**src/rtl/mc_ctrl_fsm.sv**
```systemverilog
// mc_ctrl_fsm: multi-cycle MIPS control FSM with mem_rdy-stretched memory states and timeout halt
module mc_ctrl_fsm #(
   parameter int WAIT_W   = 4,
   parameter int WAIT_MAX = 15
) (
   input  logic       clk,
   input  logic       rst,
   input  logic [5:0] op,
   input  logic [5:0] funct,
   input  logic       zero,
   input  logic       mem_rdy,
   output logic       pc_wr,
   output logic       ir_we,
   output logic       mem_rd,
   output logic       mem_we,
   output logic       iord,
   output logic       rf_we,
   output logic [1:0] reg_dst,
   output logic [1:0] mem_to_reg,
   output logic       alu_srca,
   output logic [1:0] alu_srcb,
   output logic       ext_op,
   output logic [1:0] pc_src,
   output logic [2:0] alu_op,
   output logic       illegal,
   output logic       halted,
   output logic [3:0] state
);
   typedef enum logic [3:0] {
      S_IDLE, S_FETCH, S_DECODE, S_MEMADR, S_MEMRD, S_MEMWB, S_MEMWR, S_EXE_R,
      S_RWB, S_EXE_I, S_IWB, S_BRANCH, S_JUMP, S_JR, S_ILLEGAL, S_HALT
   } state_t;
   localparam logic [5:0] OP_R = 6'b000000, OP_LW = 6'b100011, OP_SW = 6'b101011;
   localparam logic [5:0] OP_BEQ = 6'b000100, OP_J = 6'b000010, OP_JAL = 6'b000011;
   localparam logic [5:0] OP_ADDIU = 6'b001001, OP_ORI = 6'b001101, OP_LUI = 6'b001111;
   localparam logic [5:0] FN_ADDU = 6'b100001, FN_SUBU = 6'b100011, FN_AND = 6'b100100;
   localparam logic [5:0] FN_OR = 6'b100101, FN_SLT = 6'b101010, FN_JR = 6'b001000;
   state_t            r_state;
   state_t            w_dec;
   logic [WAIT_W-1:0] r_wait;
   logic              w_mem_st;
   logic              w_timeout;
   logic              w_r_alu;
   logic [2:0]        w_r_op;
   assign w_mem_st  = r_state inside {S_FETCH, S_MEMRD, S_MEMWR};
   assign w_timeout = w_mem_st && !mem_rdy && r_wait == WAIT_W'(WAIT_MAX - 1);
   assign w_r_alu   = funct inside {FN_ADDU, FN_SUBU, FN_AND, FN_OR, FN_SLT};
   assign w_r_op    = funct == FN_SUBU ? 3'b001 : funct == FN_AND ? 3'b010 :
                      funct == FN_OR   ? 3'b011 : funct == FN_SLT ? 3'b100 : 3'b000;
   assign state     = r_state;
   // DECODE dispatch on the freshly loaded IR fields
   always_comb
      w_dec = (op == OP_LW || op == OP_SW)  ? S_MEMADR :
              (op == OP_R && funct == FN_JR) ? S_JR :
              (op == OP_R && w_r_alu)        ? S_EXE_R :
              (op inside {OP_ADDIU, OP_ORI, OP_LUI}) ? S_EXE_I :
              (op == OP_BEQ)                 ? S_BRANCH :
              (op inside {OP_J, OP_JAL})     ? S_JUMP : S_ILLEGAL;
   // state register and memory-wait counter; a timeout overrides the normal transition
   always_ff @(posedge clk or negedge rst) begin
      if (!rst) begin
         r_state <= S_IDLE;
         r_wait  <= '0;
      end else begin
         r_wait <= (w_mem_st && !mem_rdy) ? r_wait + WAIT_W'(1) : '0;
         if (w_timeout) r_state <= S_HALT;
         else
            case (r_state)
               S_IDLE:   r_state <= S_FETCH;
               S_FETCH:  r_state <= mem_rdy ? S_DECODE : S_FETCH;
               S_DECODE: r_state <= w_dec;
               S_MEMADR: r_state <= (op == OP_LW) ? S_MEMRD : S_MEMWR;
               S_MEMRD:  r_state <= mem_rdy ? S_MEMWB : S_MEMRD;
               S_MEMWR:  r_state <= mem_rdy ? S_FETCH : S_MEMWR;
               S_EXE_R:  r_state <= S_RWB;
               S_EXE_I:  r_state <= S_IWB;
               S_HALT:   r_state <= S_HALT;
               default:  r_state <= S_FETCH;
            endcase
      end
   end
   // datapath controls decoded from state; FETCH writes wait for mem_rdy, BRANCH writes on zero
   always_comb begin
      pc_wr = 1'b0; ir_we = 1'b0; mem_rd = 1'b0; mem_we = 1'b0; iord = 1'b0; rf_we = 1'b0;
      reg_dst = 2'b00; mem_to_reg = 2'b00; alu_srca = 1'b0; alu_srcb = 2'b00; ext_op = 1'b0;
      pc_src = 2'b00; alu_op = 3'b000; illegal = 1'b0; halted = 1'b0;
      case (r_state)
         S_FETCH: begin
            mem_rd   = 1'b1;
            ir_we    = mem_rdy;
            pc_wr    = mem_rdy;
            alu_srcb = mem_rdy ? 2'b01 : 2'b00;
         end
         S_DECODE: alu_srcb = 2'b11;
         S_MEMADR: begin
            alu_srca = 1'b1;
            alu_srcb = 2'b10;
            ext_op   = 1'b1;
         end
         S_MEMRD: begin
            mem_rd = 1'b1;
            iord   = 1'b1;
         end
         S_MEMWB: begin
            rf_we      = 1'b1;
            mem_to_reg = 2'b01;
         end
         S_MEMWR: begin
            mem_we = 1'b1;
            iord   = 1'b1;
         end
         S_EXE_R: begin
            alu_srca = 1'b1;
            alu_op   = w_r_op;
         end
         S_RWB: begin
            rf_we   = 1'b1;
            reg_dst = 2'b01;
         end
         S_EXE_I: begin
            alu_srca = 1'b1;
            alu_srcb = 2'b10;
            ext_op   = op == OP_ADDIU;
            alu_op   = op == OP_ADDIU ? 3'b000 : op == OP_ORI ? 3'b011 : 3'b101;
         end
         S_IWB: rf_we = 1'b1;
         S_BRANCH: begin
            alu_srca = 1'b1;
            alu_op   = 3'b001;
            pc_src   = 2'b01;
            pc_wr    = zero;
         end
         S_JUMP: begin
            pc_src     = 2'b10;
            pc_wr      = 1'b1;
            rf_we      = op == OP_JAL;
            reg_dst    = op == OP_JAL ? 2'b10 : 2'b00;
            mem_to_reg = op == OP_JAL ? 2'b10 : 2'b00;
         end
         S_JR: begin
            pc_src = 2'b11;
            pc_wr  = 1'b1;
         end
         S_ILLEGAL: illegal = 1'b1;
         S_HALT:    halted = 1'b1;
         default: ;
      endcase
   end
endmodule
```
**config.mk**
```make
export PLATFORM = sky130hd
export DESIGN_NAME = mc_ctrl_fsm
export DESIGN_NICKNAME = d
export VERILOG_FILES = /design/src/rtl/mc_ctrl_fsm.sv
export SDC_FILE = /design/constraint.sdc
export NUM_CORES = 1
export LEC_CHECK = 0
export ABC_AREA = 1
export CAP_MARGIN = 10
export CORE_ASPECT_RATIO = 1.25
export CORE_MARGIN = 4
export CORE_UTILIZATION = 43
export CTS_BUF_LIST = sky130_fd_sc_hd__clkbuf_8
export CTS_CLUSTER_DIAMETER = 80
export DETAILED_ROUTE_END_ITERATION = 10
export PLACE_DENSITY_LB_ADDON = 0.12
export SLEW_MARGIN = 10
export SYNTH_ARGS = -nofsm -noshare
export SYNTH_HDL_FRONTEND = slang
export SYNTH_SLANG_ARGS = --single-unit
export TNS_END_PERCENT = 20
```
**constraint.sdc**
```tcl
create_clock -name clk -period 1.4 [get_ports clk]
set_input_delay 0.28 -clock clk [delete_from_list [all_inputs] [get_ports clk]]
set_output_delay 0.28 -clock clk [all_outputs]
set_load 0.01 [all_outputs]
```
# Yosys cells after proc, flatten, opt, wreduce, memory -nomap -nowiden
# Cells that the tools add are included.
# Widths: inputs -> output; s select.
# totals
word_cells,86
output_inout_bits,25
in_bits,16
reg_bits,8
# op_classes
reduce_logical,17
n_eq_ne,30
muxes,36
addsub,1
# op_table
operator,n
$eq 6x6->1 const B,7
$eq 4x4->1 const B,9
$pmux 4 s8,1
$mux 3,9
$eq 6x4->1 const B,4
$mux 4,5
$eq 4x3->1 const B,4
$eq 6x2->1 const B,2
$pmux 2 s3,2
$mux 1,9
$pmux 3 s3,1
$eq 4x2->1 const B,2
$mux 2,4
$pmux 2 s2,2
$reduce_or 2->1,4
$eq 6x3->1 const B,1
$logic_not 6->1,1
$reduce_bool 3->1,2
$reduce_bool 5->1,1
$add 4x1->4 const B,1
$eq 4x1->1 const B,1
$logic_and 1x1->1,4
$pmux 1 s2,2
$reduce_or 4->1,1
5 further kinds,5

# Logic depth before layout (Yosys ltp)
# logic_depth
ltp_word,10
depth_mapped,9
depth_no_buf,9

# Worst setup path after synthesis
# No wires, ideal clock.
# synth_path
path_kind,reg2out
start,"register r_state[0], in the netlist state[0]"
end,output port rf_we
n_path_buf,1
t_arrival_ps,1195
required_ps,1120
stages_incl_launch_ff,6
path_slack_ps,-75
path_cell_list,dfrtp_1 buf_6 nor2_1 nand2_1 nor3_2 or3_1
# synth_between
elab_chain_cells,3
elab_cells_between_ends,6
classes_between,4 x eq/ne; 1 x mux; 1 x reduce/logical
# synth_lines
item,line,source
"start, declared",38,state_t r_state;
"start signal, assigned",70,S_FETCH: r_state <= mem_rdy ? S_DECODE : S_FETCH;
"start signal, assigned",71,S_DECODE: r_state <= w_dec;
"start signal, assigned",72,S_MEMADR: r_state <= (op == OP_LW) ? S_MEMRD : S_MEMWR;
$eq 4x3->1 / $eq 4x4->1 (equally long branches),87,case (r_state)
$reduce_or 3->1 (no source line),-,
$pmux 1 s2 (*),87,
"end, declared",17,"output logic rf_we,"
# Mark *: on every way between the ends. The rest lies on a longest branch, timed or not.

# Worst setup path in the final report
# layout_path
start,"register r_state[2], in the netlist state[2]"
end,output port alu_op[1]
# layout_between
elab_chain_cells,2
elab_cells_between_ends,4
classes_between,3 x eq/ne; 1 x mux
# layout_lines
item,line,source
$eq 4x4->1 / $eq 4x3->1 (equally long branches),87,
$pmux 3 s3 (*),87,
"end, declared",24,"output logic [2:0] alu_op,"
# Marks and branches as above.

==> results.md <==
- Die Y-Extent: between 60 and 70 µm
- Worst-Margin Slew: ~0.32 ns
- DR pass1 iterations: 4
- Initial antenna violation count: 0
- Die area: approximately 3000 µm²
- Setup ws final: -0.316 ns
- H-tree depth: 1
- FMAX: 583 MHz
- CTS tree: yes
- PwrDens: roughly 1600 nW/µm²
- Setup CP Type: flip-flop to output port
- Gr usage total: about a quarter
- # rows: 18
- Vias in the first global route: 1,319
- Synth top cells by count: nor2_1, nand2_1, inv_1
- First-iteration detailed-routing DRC count: 39
- Clock Root Buffer: clkbuf_8
- Skew-Pair Late Insertion Delay: 0.23 ns
- DP Wirelength: approximately 2600 µm
- CTS buffer count: 3
- Dpl cell area: 1640 µm²
- Maximum vdd ir drop: 1.60 mV
- Yosys top cell area share: approximately a fifth
- Nature of the critical path startpoint: flip-flop
- Die W: roughly 50 µm
- # diodes: 0
- Count of different cell masters after synthesis: 25
- Routability cong.: about 0.9
- Unrepaired setup endpoints after global routing: yes
- Max-cap viol count: 0
- #FFs+latches synth: 8
- Clock transition at path regs: 0.04 ns
- Pin count of the biggest net entering global routing: 9
- Buffer depth of the longest clock path: 2
- Worst hold path type: primary input to async pin
- Fin. Hold Viols: 0
- Design area: approximately 1700 µm²
- Clock Skew: about 0.0035 ns
- Cell count after placement: between 200 and 300
- Initial Util: 46.2%
- IO Count: 41
- Required @ worst endpoint: between 1 and 1.5 ns
- Failing checks: negative setup slack
- Top-count cell post-synth: nor2_1
- Sink Count: 8
- Outcome: complete, but fails checks
- Non-Filler Instances: approximately 260
- Synthesized area: between 900 and 1000 µm²
- Vias/cell: roughly 5.3
- Max-slew violation count: 0
- Total power: about 2.7 mW
- Synth warnings: 0
- Syn Area/Cell: 6.08 µm²
- Count of input and output buffers: 40
- Util after Layout: between 80% and 90%
- WL/cell: 14.6 µm
- Final Net Count: 256
- Wirelength, routed: approximately 3700 µm
- Minimum clock period: roughly 1.7 ns
- Syn nets: 172
- Area contributors post-synth: dfrtp_1, nor2_1, nand2_1
- # DRC: 0
- Final ANT Viol Nets: 0
- Post-synth top flop: dfrtp_1
- Place WS: -0.841 ns
- Total grt overflow: 0
- Vias: 1,366
- Hold Buf Count CTS: 0
- Global-route wire length before repair: around 5400 µm
- Syn-to-layout area delta: 85.8%
- Synth area leader: dfrtp_1
- Post-synth EDFFs: 0
- Seq/Total Area, Yosys: between 20% and 30%
- Leakage power: ~0.94 nW
- Worst-path maximum fanout: 5
- Share of cells above drive strength 1: a little over half
- Slew headroom: ~79%
- Async SR Flop Fraction: between 90% and 100%
- CP Capture Type: output port
- Final setup viols: 24
- Worst EP arrival: between 1 and 1.5 ns
- Core box area: ~2000 µm²
- Mapped Cells: between 150 and 200
- Period utilisation layout: 123%
## through the flow
stage / hold WS [ns] / TNS (ns)
finish: 0.310 / -3.59
global placement: 0.467 / -10.61
floorplan: -0.0156 / -0.181
detailed placement: 0.473 / -11.39
CTS: 0.315 / -4.02
global route: 0.320 / -5.40
## where the power goes
group	internal, mW	leakage, nW	switching [mW]	total [mW]
clock	0.186	0.0216	0.0876	0.273
combinational	0.941	0.822	1.05	1.99
sequential	0.313	0.100	0.144	0.457
## critical path: stages (launching register included)
cell     delay, ns
dfrtp_2       0.46
inv_2         0.09
nand2_4       0.07
nor2_4        0.15
inv_2         0.06
o32ai_2       0.20
buf_2         0.17
## layout make-up
type,instances,area (µm²)
sequential,8,205
timing repair buffer,80,629
inverter,26,97.6
tap,20,25.0
fill,119,288
clock buffer,3,41.3
multi-input combinational,119,741
## cells in the final DEF (no fill, tap or decap), types with 3 or more instances in the layout
| cell type | Yosys | final |
|---|---|---|
| buf_2 | 0 | 16 |
| buf_4 | 0 | 34 |
| buf_6 | 1 | 10 |
| clkbuf_8 | 0 | 3 |
| clkdlybuf4s50_1 | 0 | 5 |
| dfrtp_1 | 8 | 4 |
| dfrtp_2 | 0 | 4 |
| dlygate4sd2_1 | 0 | 12 |
| inv_1 | 17 | 15 |
| inv_2 | 9 | 11 |
| nand2_1 | 26 | 19 |
| nand2_2 | 6 | 11 |
| nand2_4 | 2 | 4 |
| nand3_1 | 15 | 13 |
| nand3_2 | 1 | 3 |
| nand4_1 | 7 | 7 |
| nor2_1 | 34 | 20 |
| nor2_2 | 5 | 13 |
| nor2_4 | 4 | 10 |
## metal layers
metal	routed length (µm)	up-vias	track usage, %	share of wire [%]
li1	-	656	-	-
met1	1410	631	24.8	38
met2	1980	69	43.3	53
met3	268	10	6.23	7.2
met4	97	0	12.3	2.6
met5	0	-	0	0
## state kept, by name (all words and copies together), names as in the netlist
name / count
r_wait: 4
state: 4
## worst paths after layout
kind / start / depth (start not counted) / slack [ns] / to
setup / recovery: state[2] / 6 / -0.32 / alu_op[1]
hold / removal: rst / 1 / 0.31 / state[2]
setup reg to reg: state[0] / 9 / -0.04 / state[1]
hold reg to reg: r_wait[0] / 1 / 0.52 / r_wait[0]
max in group asynchronous: rst / 1 / 0.83 / state[1]
min in group clk: r_wait[0] / 1 / 0.52 / r_wait[0]
## what timing repair did
action / CTS / global route
setup endpoints to repair: 32 / 31
endpoints found under the hold margin: 0 / 0
buffers inserted: 0 / 2
pin swaps: 11 / 5
resized for setup: 115 / 36
## logic make-up after synthesis
logic type                 Yosys count  share of synthesized area (%)
and+or+nand+nor                    106                           56.8
buffers and inverters               27                           11.6
AOI/OAI and AO/OA                    9                           5.61
DFF                                  8                           21.4
xor gates and xnor gates             2                           1.87
adders and majority gates            2                           2.67
(Power assumes the default switching activity.)
